===== src/rtl/ram_sx_pkg.sv =====
// Shared definitions for the single-port RAM arbiter.
// Latency: none (types and helper functions only).
// Backpressure: not applicable.
package ram_sx_pkg;

  // Supported requester range.
  localparam int CReqCntMin = 2;
  localparam int CReqCntMax = 4;

  // Width of a binary requester index; never narrower than one bit.
  function automatic int idx_len(input int req_cnt);
    return (req_cnt > 2) ? $clog2(req_cnt) : 1;
  endfunction

  // Low bit of slice idx in a packed per-requester bus of the given slice width.
  function automatic int slice_lo(input int idx, input int width);
    return idx * width;
  endfunction

endpackage


===== src/rtl/ram_sx_arb_pick.sv =====
// Rotating-priority picker: first active requester at or after start_i wins.
// Latency: purely combinational.
// Backpressure: none; losing requesters simply stay active.
module ram_sx_arb_pick
  import ram_sx_pkg::*;
#(
  parameter int CReqCnt = 2,
  parameter int CIdxLen = idx_len(CReqCnt)
) (
  input  logic [CReqCnt-1:0] active_i,
  input  logic [CIdxLen-1:0] start_i,
  output logic [CReqCnt-1:0] grant_o,
  output logic [CIdxLen-1:0] idx_o,
  output logic               any_o
);

  int                 cand;
  logic [CIdxLen-1:0] cand_idx;

  // Walk the ring once from start_i; the first active slot found takes the grant.
  always_comb begin
    grant_o  = '0;
    idx_o    = '0;
    any_o    = 1'b0;
    cand     = 0;
    cand_idx = '0;
    for (int k = 0; k < CReqCnt; k++) begin
      cand = int'(start_i) + k;
      if (cand >= CReqCnt) begin
        cand = cand - CReqCnt;
      end
      cand_idx = CIdxLen'(cand);
      if (!any_o && active_i[cand_idx]) begin
        grant_o[cand_idx] = 1'b1;
        idx_o             = cand_idx;
        any_o             = 1'b1;
      end
    end
  end

endmodule


===== src/rtl/ram_sx_arb.sv =====
// Shares one single-port sync RAM among CReqCnt requesters; RAM_SX_ARB_RR_EN selects round-robin.
// Latency: ack combinational in the request cycle, read data one enabled cycle after the ack edge.
// Backpressure: a requester holds its request until acked; AClkHEn=0 stalls grants and read valid.
module ram_sx_arb
  import ram_sx_pkg::*;
#(
  parameter int CReqCnt  = 2,
  parameter int CAddrLen = 13,
  parameter int CDataLen = 128
) (
  input  logic                         AClkH,
  input  logic                         AResetHN,
  input  logic                         AClkHEn,
  input  logic [CReqCnt*CAddrLen-1:0]  AReqAddr,
  input  logic [CReqCnt*CDataLen-1:0]  AReqMosi,
  input  logic [CReqCnt-1:0]           AReqWrEn,
  input  logic [CReqCnt-1:0]           AReqRdEn,
  output logic [CReqCnt-1:0]           AReqAck,
  output logic [CReqCnt*CDataLen-1:0]  AReqMiso,
  output logic [CReqCnt-1:0]           AReqRdVld,
  output logic [CAddrLen-1:0]          AMemAddr,
  output logic [CDataLen-1:0]          AMemMosi,
  output logic                         AMemWrEn,
  output logic                         AMemRdEn,
  input  logic [CDataLen-1:0]          AMemMiso
);

  localparam int                 CIdxLen  = idx_len(CReqCnt);
  localparam logic [CIdxLen-1:0] CIdxLast = CIdxLen'(CReqCnt - 1);

  // Arbitration state: last grant, owner of the read in flight, read-in-flight flag.
  logic [CIdxLen-1:0] last_q, last_d;
  logic [CIdxLen-1:0] rd_own_q, rd_own_d;
  logic               rd_pend_q, rd_pend_d;

  logic [CReqCnt-1:0] active;
  logic [CReqCnt-1:0] pick_grant;
  logic [CIdxLen-1:0] pick_start;
  logic [CIdxLen-1:0] pick_idx;
  logic               pick_any;
  logic               grant_en;
  logic               granted;
  logic               grant_rd;
  logic               rd_vld;

  assign active = AReqWrEn | AReqRdEn;

`ifdef RAM_SX_ARB_RR_EN
  // Round-robin: search begins just after the previous winner.
  assign pick_start = (last_q == CIdxLast) ? '0 : last_q + 1'b1;
`else
  // Fixed priority: lowest index always searched first; last_q is bookkeeping only.
  assign pick_start = '0;
`endif

  ram_sx_arb_pick #(
    .CReqCnt (CReqCnt),
    .CIdxLen (CIdxLen)
  ) u_pick (
    .active_i (active),
    .start_i  (pick_start),
    .grant_o  (pick_grant),
    .idx_o    (pick_idx),
    .any_o    (pick_any)
  );

  // No grant while the clock is disabled or reset is asserted.
  assign grant_en = AClkHEn & AResetHN;
  assign granted  = grant_en & pick_any;
  assign grant_rd = granted & AReqRdEn[pick_idx];
  assign AReqAck  = granted ? pick_grant : '0;

  // Forward the winner's access to the RAM; all-zero when idle so the RAM holds.
  always_comb begin
    AMemAddr = '0;
    AMemMosi = '0;
    AMemWrEn = 1'b0;
    AMemRdEn = 1'b0;
    if (granted) begin
      AMemAddr = AReqAddr[slice_lo(int'(pick_idx), CAddrLen) +: CAddrLen];
      AMemMosi = AReqMosi[slice_lo(int'(pick_idx), CDataLen) +: CDataLen];
      AMemWrEn = AReqWrEn[pick_idx];
      AMemRdEn = AReqRdEn[pick_idx];
    end
  end

  // Next state: only enabled edges move anything; a read pending across a disabled edge survives.
  always_comb begin
    last_d    = last_q;
    rd_own_d  = rd_own_q;
    rd_pend_d = rd_pend_q;
    if (AClkHEn) begin
      if (granted) begin
        last_d = pick_idx;
      end
      if (grant_rd) begin
        rd_own_d  = pick_idx;
        rd_pend_d = 1'b1;
      end else begin
        rd_pend_d = 1'b0;
      end
    end
  end

  // State registers; reset drops any read in flight and points last grant at the top index.
  always_ff @(posedge AClkH or negedge AResetHN) begin
    if (!AResetHN) begin
      last_q    <= CIdxLast;
      rd_own_q  <= '0;
      rd_pend_q <= 1'b0;
    end else begin
      last_q    <= last_d;
      rd_own_q  <= rd_own_d;
      rd_pend_q <= rd_pend_d;
    end
  end

  assign rd_vld = rd_pend_q & AClkHEn;

  // Route the returned RAM word to the owner slice only while valid.
  always_comb begin
    AReqRdVld = '0;
    AReqMiso  = '0;
    if (rd_vld) begin
      AReqRdVld[rd_own_q] = 1'b1;
      AReqMiso[slice_lo(int'(rd_own_q), CDataLen) +: CDataLen] = AMemMiso;
    end
  end

endmodule


===== config.mk =====
export PLATFORM = sky130hd
export DESIGN_NAME = ram_sx_arb
export DESIGN_NICKNAME = d
export VERILOG_FILES = /design/src/rtl/ram_sx_pkg.sv /design/src/rtl/ram_sx_arb_pick.sv /design/src/rtl/ram_sx_arb.sv
export SDC_FILE = /design/constraint.sdc
export NUM_CORES = 1
export LEC_CHECK = 0
export ABC_AREA = 1
export BUFFER_PORTS_ARGS = -buffer_cell sky130_fd_sc_hd__buf_2
export CORE_AREA = 2 2 324 326
export CTS_CLUSTER_DIAMETER = 40
export DETAILED_ROUTE_END_ITERATION = 8
export DIE_AREA = 0 0 326 328
export PLACE_DENSITY = 0.3
export SYNTH_ARGS = -nofsm -noshare
export SYNTH_HDL_FRONTEND = slang
export SYNTH_SLANG_ARGS = --single-unit

===== constraint.sdc =====
create_clock -name AClkH -period 1.1 [get_ports AClkH]
set_input_delay 0 -clock AClkH [delete_from_list [all_inputs] [get_ports AClkH]]
set_output_delay 0 -clock AClkH [all_outputs]
set_load 0.01 [all_outputs]

==> results of run 1 <==
==> worst max-delay path by stage <==
stage,endpoint,slack (ns),startpoint,depth (start not counted)
3_5_place_dp,AReqMiso[231],-0.27,rd_pend_q$_DFFE_PN0P_,6
5_1_grt,AReqMiso[155],-0.47,rd_own_q$_DFFE_PN0P_,7
6_report,AReqMiso[161],-0.38,rd_own_q$_DFFE_PN0P_,7
2_1_floorplan,AReqMiso[135],-0.03,rd_own_q$_DFFE_PN0P_,6
3_3_place_gp,AReqMiso[229],-0.28,rd_pend_q$_DFFE_PN0P_,6
4_1_cts,AReqMiso[81],-0.38,rd_pend_q$_DFFE_PN0P_,7
==> metrics by stage <==
| step | area (um^2) | utilization [%] | hold slack, ns |
|---|---|---|---|
| after floorplan | 4155 | - | -0.2956 |
| after global placement | 10640 | 10.31 | -0.1064 |
| after detailed placement | 10640 | 10.31 | -0.1079 |
| after CTS | 11360 | 11.01 | 0.1415 |
| after global routing | 11560 | 11.20 | 0.1711 |
| final | 11570 | 11.21 | 0.1272 |
==> routing by layer <==
| metal | vias to the layer above | GRT usage (%) | wire, um |
|---|---|---|---|
| li1 | 4582 | - | - |
| met1 | 4328 | 15.52 | 30050 |
| met2 | 569 | 19.87 | 31240 |
| met3 | 82 | 2.319 | 4137 |
| met4 | 8 | 0.3506 | 635 |
| met5 | - | 0 | 61 |
==> cell families (layout without fill, tap and decap cells) <==
logic type / count (synthesis) / in the layout / synth area share, %
DFF: 2 / 2 / 1.245
AOI/OAI and AO/OA: 143 / 143 / 17.80
other: 0 / 2 / 0
buffers and inverters: 226 / 1084 / 24.09
and+or+nand+nor: 557 / 557 / 56.86
==> synthesized netlist by cell type (all sizes together) <==
library cell,number,share of area (%)
nand2,151,14
clkbuf,8,0.75
inv,138,13
a21oi,142,18
nand3,142,18
nand4,1,0.16
o21ai,1,0.12
dfrtp,2,1.2
buf,80,10
nor2,263,25
==> cell type report <==
cell class	instances	area share (%)
Tap cell	1380	14.93
Sequential cell	2	0.4327
Antenna cell	2	0.04327
Timing Repair Buffer	941	49.18
Timing Repair inverter	2	0.1947
Clock buffer	3	0.6491
Multi-Input combinational cell	700	29.92
Inverter	138	4.652
==> report_power, final <==
group	switching, mW	internal (mW)
Sequential	0.00765	0.0815
Combinational	2.24	1.62
Clock	0.0871	0.463
==> tightest hold or removal path, stage by stage <==
cell and delay [ns]:
buf_2 0.10, buf_4 0.11, o21ai_0 0.08
==> flip-flops by register name (all words and copies together), names as in the netlist <==
| signal | cells |
|---|---|
| rd_own_q | 1 |
| rd_pend_q | 1 |
==> timing repair <==
item                       in CTS  in global routing
setup buffers                   9                  0
hold endpoints to repair        2                  0
hold buffers                    1                  0
setup endpoints to repair     402                402
cloned                          5                  1
gates resized for setup       120                 59
pin swaps                       3                  2
==> results.toml, run 1 <==
[setup_path]
crit_fanout = 33
r2r_cells = 2
path_cells = "inv_2 -> nor2_4 -> buf_12 -> inv_12 -> buf_12 -> nor2_1 -> buf_2"
cp_num_buf_inv = 5
cp.arrival_ns = 1.48
critPathMaxStageDelay_ns = 0.41
path_class = "reg2out"
crit_required_ns = 1.10
reg2reg_slack_ns = 0.45
slowest_stage = "dfrtp_1"
start_kind = "register"
crit_top_cell = "buf_12"
r2r_end = "rd_own_q$_DFFE_PN0P_"
r2r_start = "rd_own_q$_DFFE_PN0P_"
path_delay_family = "buffers and inverters"
end_kind = "output pin"

[route]
via_count = 9569
firstDrtPassIters = 5
wirelength_um = 66130
antenna_left = 0
via_per_inst = 3.021
drcViolationCount = 0
drt_iter0_drc = 355
routedWlPerCell_um = 20.87

[sta]
rsz0062_at_grt = "yes"
tns_ns = -93.80
fin_ws_ns = -0.3832
finalSetupViolCount = 396
slew_viol_final = 0
timing.final.crit_share_pct = 134.8
hold_viol_final = 0
slew_headroom_pct = 72.97
fin_skew_ns = 0
tightest_slew_ns = 0.4051
layout_min_cycle_time_ns = 1.483
clock.fmax_mhz = 674.2

[die]
ios = 820
rows = 118
die_y_um = 328
dieArea_um2 = 106900
core-area_um2 = 103200
fp.dieW_um = 326
start_util_pct = 3.895

[pwr]
leakagePower_nw = 6.796
power.density_nw_per_um2 = 389.7
finalPower_mw = 4.507
ir_drop_uv = 315.8

[global_route]
grt-ovfl-total = 0
grt_max_degree = 49
antenna_found_initial = 51
grt_pass1_vias = 9120
grt_pass1_wl_um = 83710
grt_usage_pct = 11.53

[status]
failed_checks = "negative setup slack"
outcome = "finished, violations left"

[placement]
place_inst = 3148
gp_congestion = 0.8379
pre_cts_slack_ns = -0.2735
dp_hpwl_um = 60150
io_buffers = 819

[clock_tree]
cts_tree = "built"
cts_num_sinks = 2
root_buffer = "clkbuf_16"
htree_levels = 1
path_clk_slew_ns = 0.03
numCtsBuffers = 3
ctsLongestPathBuffers = 2
clk_latency_ns = 0.22

[layout]
multi_input_area_um2 = 3461
finalNonFillerCells = 3168
regArea_um2 = 50.05
layout_commonest_cell = "buf_2"
fin_nets = 2205
final_cell_mix = "buf_2, nand2_1, nor2_1, nand3_1, a21oi_1"
area_growth_pct = 187.7
n_fill_cell = 12320
drive_gt1_share_pct = 60.08

[logic_synthesis]
ys_seq_area_share_pct = 1.245
ys_seq_elements = 2
yosysUniqueCellTypes = 14
synth_cells = 928
synthesis.area_um2 = 4020
yosys_warnings = 0
synth_nets = 1345
syn_area_per_cell_um2 = 4.332

[worst_hold_path]
worstHoldPathCells = 3
hp-start = "AClkHEn"
hold_path.class = "in2reg"
min_to = "rd_pend_q$_DFFE_PN0P_"

[flow_run]
drv_cap = 0
Power figures use the tool's default switching activity.
==> inputs of run 2 (changes only) <==
--- a/config.mk
+++ b/config.mk
@@ -12,6 +12,7 @@
 export DETAILED_ROUTE_END_ITERATION = 8
 export DIE_AREA = 0 0 326 328
 export PLACE_DENSITY = 0.3
+export SETUP_SLACK_MARGIN = 0.4
 export SYNTH_ARGS = -nofsm -noshare
 export SYNTH_HDL_FRONTEND = slang
 export SYNTH_SLANG_ARGS = --single-unit
==> run 2 against run 1 <==
  * Critical endpoint is now AReqMiso[67]
  * The run still ends with negative setup slack left
  * Clock power about the same
  * Sequential power shrank 0.8%
  * Wire length is 6.2% higher
  * Clock skew is the same
  * Highest routed layer unchanged
  * Sequential share of layout area hardly changed
  * Critical path depth decreased by 1
  * Die area is the same
  * Hold slack better by 0.0028 ns
==> results.toml, run 2 (synthesis gave the netlist of run 1 again) <==
[status]
outcome = "finished, violations left"
failed_checks = "negative setup slack"

[sta]
fin_ws_ns = -0.3877
timing.final.crit_share_pct = 135.2
tns_ns = -93.29
layout_min_cycle_time_ns = 1.488
finalSetupViolCount = 393
fin_skew_ns = 0
slew_viol_final = 0
rsz0062_at_grt = "yes"
clock.fmax_mhz = 672.2
holdWs_ns = 0.1300
tightest_slew_ns = 0.5197
slew_headroom_pct = 65.32
hold_viol_final = 0

[die]
fp.dieW_um = 326
ios = 820
rows = 118
start_util_pct = 3.895
dieArea_um2 = 106900
die_y_um = 328
core-area_um2 = 103200

[route]
routedWlPerCell_um = 22.11
via_per_inst = 3.031
wirelength_um = 70200
wl_met2_um = 33270
routed.top_layer = "met5"
drcViolationCount = 0
antenna_left = 0
firstDrtPassIters = 4
via_count = 9624
wl_met1_um = 31380
met3_length_um = 4772
drt_iter0_drc = 402

[layout]
layout_commonest_cell = "buf_2"
drive_gt1_share_pct = 59.69
final_cell_mix = "buf_2, nor2_1, nand2_1"
area_growth_pct = 199.1
fin_area_um2 = 12030
reg.largest.list = "rd_own_q x1, rd_pend_q x1"
final_core_util_pct = 11.65
fin_nets = 2210
finalNonFillerCells = 3175

[global_route]
grt_usage_pct = 12.35
antenna_found_initial = 45
grt_pass1_vias = 9615
grt-ovfl-total = 0
grt_pass1_wl_um = 89570
grt_max_degree = 35

[setup_path]
r2r_cells = 4
crit_required_ns = 1.10
critPathMaxStageDelay_ns = 0.34
start_kind = "register"
path_class = "reg2out"
r2r_end = "rd_own_q$_DFFE_PN0P_"
crit_top_cell = "nor2_4"
reg2reg_slack_ns = 0.19
end_kind = "output pin"
path_cells = "nand2_2 -> nor2_4 -> inv_8 -> buf_16 -> nor2_4 -> buf_2"
r2r_start = "rd_own_q$_DFFE_PN0P_"
crit_fanout = 18
cp.arrival_ns = 1.49
slowest_stage = "dfrtp_1"

[placement]
place_area_um2 = 11150
dp_hpwl_um = 61770
io_buffers = 819
gp_congestion = 0.8305
place_inst = 3141
pre_cts_slack_ns = -0.4022

[worst_hold_path]
hp-start = "AClkHEn"
min_to = "rd_pend_q$_DFFE_PN0P_"
worstHoldPathCells = 3
hold_path.class = "in2reg"

[clock_tree]
clk_latency_ns = 0.22
numCtsBuffers = 3
root_buffer = "clkbuf_16"
cts_tree = "built"
htree_levels = 1
ctsLongestPathBuffers = 2
cts_num_sinks = 2
path_clk_slew_ns = 0.03

[pwr]
power.density_nw_per_um2 = 404.7
leakagePower_nw = 6.934
ir_drop_uv = 324.3
finalPower_mw = 4.867

[flow_run]
drv_cap = 0
run 2: how the worst max path moves through the flow:
stage | start | end | slack, ns | depth (start not counted)
final | rd_pend_q$_DFFE_PN0P_ | AReqMiso[67] | -0.39 | 6
after global routing | rd_pend_q$_DFFE_PN0P_ | AReqMiso[71] | -0.44 | 6
after CTS | rd_pend_q$_DFFE_PN0P_ | AReqMiso[39] | -0.38 | 6
after detailed placement | AReqRdEn[1] | AMemMosi[2] | -0.40 | 8
after global placement | AReqRdEn[1] | AMemMosi[2] | -0.41 | 8
after floorplan | rd_own_q$_DFFE_PN0P_ | AReqMiso[38] | -0.03 | 5
run 2: power breakdown:
group	switching (mW)	internal, mW
Clock	0.0853	0.463
Sequential	0.00698	0.0815
Combinational	2.48	1.75
run 2: layer usage:
metal | up-vias | GRT usage, %
li1 | 4593 | -
met3 | 80 | 2.415
met5 | - | 0
met2 | 584 | 21.28
met4 | 20 | 0.7814
met1 | 4347 | 16.53
run 2: layout make-up:
type                            count  area [um^2]
Inverter                          138        544.3
Antenna cell                        4        10.01
Fill cell                       12280        91180
Tap cell                         1380         1727
Clock buffer                        3        75.07
Timing Repair Buffer              946         5842
Sequential cell                     2        50.05
Multi-Input combinational cell    702         3777
run 2: worst max-delay path: cells and delay by family (launching register included):
family | cells | cell delay (ns)
AND/OR/NAND/NOR | 3 | 0.42
buffers and inverters | 3 | 0.46
flip-flops | 1 | 0.34
run 2: repair_timing:
| action | 4_1_cts | 5_1_grt |
|---|---|---|
| hold endpoints to repair | 2 | 0 |
| pin swaps | 9 | 0 |
| gates cloned | 6 | 0 |
| resized for setup | 96 | 4 |
| setup endpoints to repair | 405 | 405 |
| hold buffers | 1 | 0 |
| buffers inserted | 18 | 2 |
